## config.mk

```make
export PLATFORM = sky130hd
export DESIGN_NAME = crc_serial_engine
export DESIGN_NICKNAME = d
export VERILOG_FILES = /design/src/rtl/crc_serial_engine.sv
export SDC_FILE = /design/constraint.sdc
export NUM_CORES = 1
export LEC_CHECK = 0
export CORE_UTILIZATION = 45
export DETAILED_ROUTE_END_ITERATION = 6
export GPL_TIMING_DRIVEN = 1
export HOLD_SLACK_MARGIN = 0.15
export PLACE_DENSITY = 0.8
export SYNTH_ARGS = -nofsm -noshare
export SYNTH_HDL_FRONTEND = slang
export SYNTH_SLANG_ARGS = --single-unit
```

## constraint.sdc

```tcl
create_clock -name CLK -period 2.1 [get_ports CLK]
set_clock_uncertainty 0.15 [all_clocks]
set_input_delay 0.42 -clock CLK [delete_from_list [all_inputs] [get_ports CLK]]
set_output_delay 0.42 -clock CLK [all_outputs]
set_load 0.01 [all_outputs]
```

## src/rtl/crc_serial_engine.sv

```systemverilog
// rtl/crc_serial_engine.sv - bit-serial CRC engine (CRC7 / CRC16-CCITT) with result compare
//
// Computes a CRC over LEN message bits (MSB first) in LFSR form and compares
// the final value against EXPECTED, which is latched on START.
//
// Optional feature macro: CRC_APPEND_EN. When it is defined, the final CRC is
// shifted out on DOUT/DOUT_VALID (MSB first, CRC_W cycles) before DONE.
//
// Ports:
//   CLK        in   system clock, posedge
//   RST_N      in   asynchronous active-low reset
//   START      in   single-cycle pulse: load INIT/LEN/EXPECTED, begin a run
//   LEN        in   message length in bits, sampled on START
//   DIN        in   message bit
//   DIN_VALID  in   DIN is valid this cycle
//   DIN_READY  out  engine accepts a bit this cycle (RUN only)
//   EXPECTED   in   reference CRC, sampled on START
//   CRC        out  current CRC register
//   CRC_VALID  out  CRC is final; held until the next START
//   MATCH      out  CRC == EXPECTED, meaningful while CRC_VALID
//   ERR        out  CRC_VALID & ~MATCH, sticky until the next START
//   BUSY       out  high outside IDLE and DONE
//   DOUT       out  serialised CRC bit (CRC_APPEND_EN only)
//   DOUT_VALID out  DOUT is valid (CRC_APPEND_EN only)

module crc_serial_engine #(
  parameter int                CRC_W = 7,
  parameter logic [CRC_W-1:0]  POLY  = 'h09,
  parameter logic [CRC_W-1:0]  INIT  = '0,
  parameter int                LEN_W = 13
) (
  input  logic              CLK,
  input  logic              RST_N,
  input  logic              START,
  input  logic [LEN_W-1:0]  LEN,
  input  logic              DIN,
  input  logic              DIN_VALID,
  output logic              DIN_READY,
  input  logic [CRC_W-1:0]  EXPECTED,
  output logic [CRC_W-1:0]  CRC,
`ifdef CRC_APPEND_EN
  output logic              DOUT,
  output logic              DOUT_VALID,
`endif
  output logic              CRC_VALID,
  output logic              MATCH,
  output logic              ERR,
  output logic              BUSY
);

`ifdef CRC_APPEND_EN
  typedef enum logic [1:0] {
    S_IDLE   = 2'd0,
    S_RUN    = 2'd1,
    S_DONE   = 2'd2,
    S_APPEND = 2'd3
  } state_t;
`else
  typedef enum logic [1:0] {
    S_IDLE = 2'd0,
    S_RUN  = 2'd1,
    S_DONE = 2'd2
  } state_t;
`endif

  state_t             state_q;
  state_t             state_d;
  logic [CRC_W-1:0]   crc_q;
  logic [CRC_W-1:0]   exp_q;
  logic [LEN_W-1:0]   count_q;
  logic               crc_valid_q;
  logic               match_q;
  logic               err_q;

  logic               accept;
  logic               last_bit;
  logic               fb;
  logic [CRC_W-1:0]   crc_step;

`ifdef CRC_APPEND_EN
  // Separate shifter so CRC keeps showing the final value during APPEND.
  logic [CRC_W-1:0]   shift_q;
  logic               append_last;
`endif

  // START takes priority over a bit offered in the same cycle.
  assign accept   = (state_q == S_RUN) && DIN_VALID && !START;
  assign last_bit = accept && (count_q == LEN_W'(1));

  assign fb       = crc_q[CRC_W-1] ^ DIN;
  assign crc_step = {crc_q[CRC_W-2:0], 1'b0} ^ (fb ? POLY : '0);

`ifdef CRC_APPEND_EN
  // count_q is reused as the DOUT bit counter while in APPEND.
  assign append_last = (state_q == S_APPEND) && (count_q == LEN_W'(1));
`endif

  // State register
  always_ff @(posedge CLK or negedge RST_N) begin
    if (!RST_N) begin
      state_q <= S_IDLE;
    end else begin
      state_q <= state_d;
    end
  end

  // Next state and state-decoded outputs
  always_comb begin
    state_d    = state_q;
    DIN_READY  = 1'b0;
    BUSY       = 1'b0;
`ifdef CRC_APPEND_EN
    DOUT       = 1'b0;
    DOUT_VALID = 1'b0;
`endif
    if (START) begin
      state_d = (LEN == '0) ? S_DONE : S_RUN;
    end else begin
      case (state_q)
        S_RUN: begin
          if (last_bit) begin
`ifdef CRC_APPEND_EN
            state_d = S_APPEND;
`else
            state_d = S_DONE;
`endif
          end
        end
`ifdef CRC_APPEND_EN
        S_APPEND: begin
          if (append_last) state_d = S_DONE;
        end
`endif
        default: state_d = state_q;
      endcase
    end

    case (state_q)
      S_RUN: begin
        DIN_READY = 1'b1;
        BUSY      = 1'b1;
      end
`ifdef CRC_APPEND_EN
      S_APPEND: begin
        BUSY       = 1'b1;
        DOUT       = shift_q[CRC_W-1];
        DOUT_VALID = 1'b1;
      end
`endif
      default: begin
        DIN_READY = 1'b0;
        BUSY      = 1'b0;
      end
    endcase
  end

  // Datapath: CRC register, bit counter, latched reference and result flags
  always_ff @(posedge CLK or negedge RST_N) begin
    if (!RST_N) begin
      crc_q       <= INIT;
      exp_q       <= '0;
      count_q     <= '0;
      crc_valid_q <= 1'b0;
      match_q     <= 1'b0;
      err_q       <= 1'b0;
`ifdef CRC_APPEND_EN
      shift_q     <= '0;
`endif
    end else if (START) begin
      crc_q       <= INIT;
      exp_q       <= EXPECTED;
      count_q     <= LEN;
      // An empty message is final immediately: the result is INIT.
      crc_valid_q <= (LEN == '0);
      match_q     <= (LEN == '0) && (INIT == EXPECTED);
      err_q       <= (LEN == '0) && (INIT != EXPECTED);
    end else if (accept) begin
      crc_q   <= crc_step;
      count_q <= count_q - LEN_W'(1);
      if (last_bit) begin
`ifdef CRC_APPEND_EN
        shift_q <= crc_step;
        count_q <= LEN_W'(CRC_W);
`else
        crc_valid_q <= 1'b1;
        match_q     <= (crc_step == exp_q);
        err_q       <= (crc_step != exp_q);
`endif
      end
    end
`ifdef CRC_APPEND_EN
    else if (state_q == S_APPEND) begin
      shift_q <= {shift_q[CRC_W-2:0], 1'b0};
      count_q <= count_q - LEN_W'(1);
      if (append_last) begin
        crc_valid_q <= 1'b1;
        match_q     <= (crc_q == exp_q);
        err_q       <= (crc_q != exp_q);
      end
    end
`endif
  end

  assign CRC       = crc_q;
  assign CRC_VALID = crc_valid_q;
  assign MATCH     = match_q;
  assign ERR       = err_q;

endmodule

```

# == Word-level counts from Yosys, hierarchy flattened ==
# Index checks and enable logic that the tools add are counted.
# word_totals
ff_bits,32
input_bits,25
wordCells,47
output_inout_bits,12
# op_classes
bitwise,2
reduce_logical,14
add_sub_neg,1
n_mux,19
n_eq_ne,4
# ops
op,count
13-bit two-way mux,2
7-bit two-way mux,2
"13-bit by 1-bit equality test with 1-bit output, second input constant",1
13-bit zero test,1
"13-bit by 1-bit subtractor with 13-bit output, second input constant",1
1-bit two-way mux,10
2-bit two-way mux,4
7-bit equality test,1
7-bit zero test,1
7-bit != test,1
7-bit nonzero test,1
7-bit by 4-bit bitwise XOR with 7-bit output,1
2-bit nonzero test,3
1-bit logical AND,5
4-bit two-way mux,1
2-bit AND reduction,2
"2-bit by 1-bit equality test with 1-bit output, second input constant",1
1-bit zero test,1
1-bit bitwise XOR,1

# == Logic depth before layout (Yosys ltp) ==
# depth
ltp_word,7
depth_mapped,6
mapped_depth_nobuf,6

# == Worst setup path before layout ==
# Ideal clock, no wire load.
# synth_path
kind,flip-flop to flip-flop
from,register count_q[6]
to,"register match_q, in the netlist MATCH"
setup_time_ns,0.124
path_stages_with_launch,6
n_path_buf,0
arrival_time_ns,1.869
synth_period_minus_slack_ns,2.143
slack_ns,-0.043
cell_sequence,dfrtp_1 > or3_4 > or3_4 > o41ai_4 > inv_2 > a211o_1
# synth_between
elab_chain_cells,4
# synth_rtl
element,line,source
from (decl),70,logic [LEN_W-1:0] count_q;
from (signal assigned),179,count_q <= count_q - LEN_W'(1);
13-bit by 1-bit equality test with 1-bit output,88,assign last_bit = accept && (count_q == LEN_W'(1));
1-bit logical AND,88,
2-bit nonzero test (no source line),n/a,
2-bit AND reduction (no source line),n/a,
to (signal assigned),175,match_q <= (LEN == '0) && (INIT == EXPECTED);
to (signal assigned),186,match_q <= (crc_step == exp_q);
to (decl),72,logic match_q;
# No other way between the ends.
# A chain may end at the register's enable or synchronous reset.

# == Worst setup path after layout ==
# layout_path
from,register state_q[1]
to,output port DIN_READY
# layout_between
elab_chain_cells,2
# layout_rtl
element,line,source
from (decl),66,state_t state_q;
from (signal assigned),103,state_q <= state_d;
2-bit by 1-bit equality test with 1-bit output,138,case (state_q)
1-bit two-way mux,138,
to (decl),38,"output logic DIN_READY,"
# No other way between the ends.

==> Implementation_results.wiki <==
{| class="wikitable"
! Metric !! Value
|-
| Die Outline Area || 0.00384 mm2
|-
| Number of distinct library cell variants in the gate-level netlist after synthesis || 31
|-
| Ranking of synthesized cells by area || dfrtp_1 (49%), xnor2_1 (8.7%), nand2_1 (7.4%)
|-
| Transition at the pin with the smallest max-transition slack || 0.406 ns
|-
| Sequential area share after synthesis || between 40% and 50%
|-
| Multi-input logic area || 778 um2
|-
| Vias in the first global route || 1382
|-
| Largest stage delay, worst path || about 0.56 ns
|-
| H-tree depth || 2
|-
| Slowest library cell on the worst path || clkdlybuf4s50_1
|-
| Die width || a little over 60 um
|-
| Post-layout minimum cycle time || 2.04 ns
|-
| Switch share || 27.1%
|-
| Post-route design area || 0.00220 mm2
|-
| Total Routing Usage GR || ~23%
|-
| Relative slew margins || 72.9%
|-
| Top cell types by occurrence after synthesis || dfrtp_1 (32), nand2_1 (32), xnor2_1 (16)
|-
| Least setup slack across all paths after layout || about 0.06 ns
|-
| Global route overflow || 0
|-
| Sink count of the clock tree || 32
|-
| Sequential cell area || 801 um2
|-
| Yosys warnings || 0
|-
| Final routed wirelength across all metal layers || 3.71 mm
|-
| Fin. max-slew vios || 0
|-
| Maximum achievable frequency || 490 MHz
|-
| Post-Place Worst Slack || -0.0913 ns
|-
| Residual antenna-violating net count after detailed routing || 0
|-
| Post-Synthesis Net Count || between 150 and 200
|-
| Fraction of synthesized cell area taken by the top area cell type || 49.5%
|-
| Clock edge transition at the registers on the reported setup and hold paths || 0.09 ns
|-
| Core Footprint || 0.00339 mm2
|-
| Required time reported for the critical path endpoint || 1.53 ns
|-
| Hold WC Path Type || in2async
|-
| DR iter-0 viols || 58
|-
| Final hold vios || 0
|-
| Cell Int Power || 978 uW
|-
| Top-Level Pins || 37
|-
| Critical path, cell by cell || nor2b_2, clkdlybuf4s50_1
|-
| Number of vias after detailed routing || 1364
|-
| Final worst hold slack || 0.328 ns
|-
| CP Capture Type || output pin
|-
| Mapped cell area || 0.00162 mm2
|-
| Gate count after technology mapping || 168
|-
| Filler-free cell count of the finished design || 266
|-
| Total power after layout || 1340 uW
|-
| Layer carrying the most global-route usage || met2
|-
| Status || finished clean
|-
| Top_reg_cell synth || dfrtp_1
|-
| Post-placement cell area || ~0.0021 mm2
|-
| Cell Rows || 21
|-
| Chip height || 62.0 um
|-
| Met1 Track Usage GR || 30.8%
|-
| Startpoint class of the critical path || register
|-
| CTS tree || yes
|-
| Post-route fraction of the period consumed by the critical path || 97.1%
|-
| Clk_lat worst skew || 0.33 ns
|-
| Starting utilization of the core area || 47.8%
|-
| Initial antenna violation count || 0
|-
| Maximum number of pins on one net before global-route repair || 33
|-
| Met3 routing resource usage after global routing || 6.42%
|-
| Mean cell area of the mapped netlist || a little under 10 um2
|-
| Final weighted congestion of routability-driven global placement || 0.904
|-
| Relative contribution of the clock network to total power || 27.2%
|-
| CTS root buf || clkbuf_4
|-
| NetSw || 363 uW
|-
| Number of buffers created by CTS || 5
|-
| Average routed wire per standard cell || around 14 um
|-
| Worst IR Drop VDD || 0.386 mV
|-
| Number of detailed-route iterations in the first pass || 4
|-
| EDFF count, synth || 0
|-
| Number of antenna cells inserted || 0
|-
| Number of endpoints failing setup at the final stage || 0
|-
| Total half-perimeter wirelength after legalization and detailed placement || ~2.9 mm
|-
| Combinational fraction of design power || about 20%
|-
| RSZ-0062 raised after global routing || false
|-
| Number of placed cells counting well taps || 255
|-
| Static leakage power || 0.000941 uW
|-
| Final net count || 246
|-
| Total of fill cells in the finished design || 262
|-
| Fraction of power consumed by sequential logic || 52.8%
|-
| Residual DRC || 0
|-
| Signed area change from the synthesized netlist to the final layout || 35.9%
|-
| Register bit count reported by yosys || 32
|-
| Port Buffer Count || 36
|-
| Share of post-route cells with drive strength above 1 || ~16%
|-
| Category of the critical setup timing path || reg2out
|-
| Max Cap Violations || 0
|-
| Met2 global-route usage || 34.3%
|-
| Global-route wire length before repair || 6.18 mm
|-
| Via density per instance || ~5.1
|-
| Cell Pwr Density || 609 mW/mm2
|-
| Clock tree buffer depth || 2
|-
| Leading area contributor after synthesis || dfrtp_1
|-
| Worst path arrival time || 1.47 ns
|-
| Crit path max fanout || 3
|-
| Asr flop ratio synth || 100%
|}
-- kinds of logic after synthesis --
| logic type | count (synthesis) | synth area share [%] |
|---|---|---|
| DFF | 32 | 49.5 |
| AOI/OAI and AO/OA | 30 | 12.1 |
| adders and majority gates | 2 | 1.55 |
| and+or+nand+nor | 65 | 19.0 |
| muxes | 6 | 4.17 |
| buffers and inverters | 14 | 3.48 |
| xor gates and xnor gates | 19 | 10.3 |
-- cell type report --
class                   instances  area share (%)
repair buffers                 52            21.9
inverters                       6            1.02
clock buffers                   8            2.67
flip-flops and latches         32            36.4
multi-input cells             122            35.4
well taps                      46            2.62
-- registers in the layout, summed over array words and instances, names as in the netlist --
name       flops
count_q       13
CRC            7
exp_q          7
state_q        2
CRC_VALID      1
ERR            1
MATCH          1
-- worst paths after layout --
check,startpoint,endpoint,slack [ns],cells after the start
worst max-delay path,state_q[1]$_DFFE_PN0P_,DIN_READY,0.06,2
worst min-delay path,RST_N,count_q[5]$_DFFE_PN0P_,0.33,2
worst max register to register,count_q[6]$_DFFE_PN0P_,MATCH$_DFFE_PN0P_,0.06,5
worst min register to register,CRC_VALID$_DFFE_PN0P_,CRC_VALID$_DFFE_PN0P_,0.36,1
max in group asynchronous,RST_N,count_q[7]$_DFFE_PN0P_,1.18,2
min in group CLK,CRC_VALID$_DFFE_PN0P_,CRC_VALID$_DFFE_PN0P_,0.36,1
-- power by group through the flow --
stage / Sequential (uW) / Clock [uW] / Combinational (uW)
after CTS: 707 / 371 / 260
after detailed placement: 719 / 0 / 258
after global placement: 717 / 0 / 252
after floorplan: 710 / 0 / 133
final: 708 / 365 / 269
after global routing: 714 / 401 / 296
-- routing by layer --
layer / share of wire (%) / up-vias
met4: 1.0 / 0
met1: 48 / 662
met5: 0 / -
met3: 3.0 / 5
li1: - / 673
met2: 48 / 24
-- timing repair --
action / in CTS / in global routing
buffers inserted: 0 / 3
gates cloned: 0 / 0
pin swaps: 1 / 2
resized for setup: 1 / 4
hold buffers: 0 / 0
endpoints found under the setup margin: 2 / 4
-- per-stage QoR --
| step | setup TNS (ns) | utilization (%) |
|---|---|---|
| 2_1_floorplan | 0 | - |
| 3_3_place_gp | -0.144 | 62.0 |
| 3_5_place_dp | -0.513 | 62.0 |
| 4_1_cts | 0 | 63.8 |
| 5_1_grt | 0 | 64.9 |
| 6_report | 0 | 64.9 |
-- cell usage in the layout (no fill, tap or decap), types with 2 or more instances in the layout --
master           count
buf_4               16
inv_1                5
mux2_2               6
dfrtp_1             32
xnor2_1             16
ha_1                 2
nor4_1               5
or3_4                2
o21a_1               2
o21ai_0             14
clkbuf_1             2
clkdlybuf4s50_1     35
clkbuf_4             5
nand2_1             32
nor2_1               7
nand4_1              3
a21oi_1              7
xor2_1               3
nor3_1               7
-- critical path, delay by kind of cell, from the launching register on --
family,cells,cell delay [ns]
and+or+nand+nor,1,0.18
DFF,1,0.41
buffers and inverters,1,0.56
No activity file was read; power rests on OpenSTA's default activity.
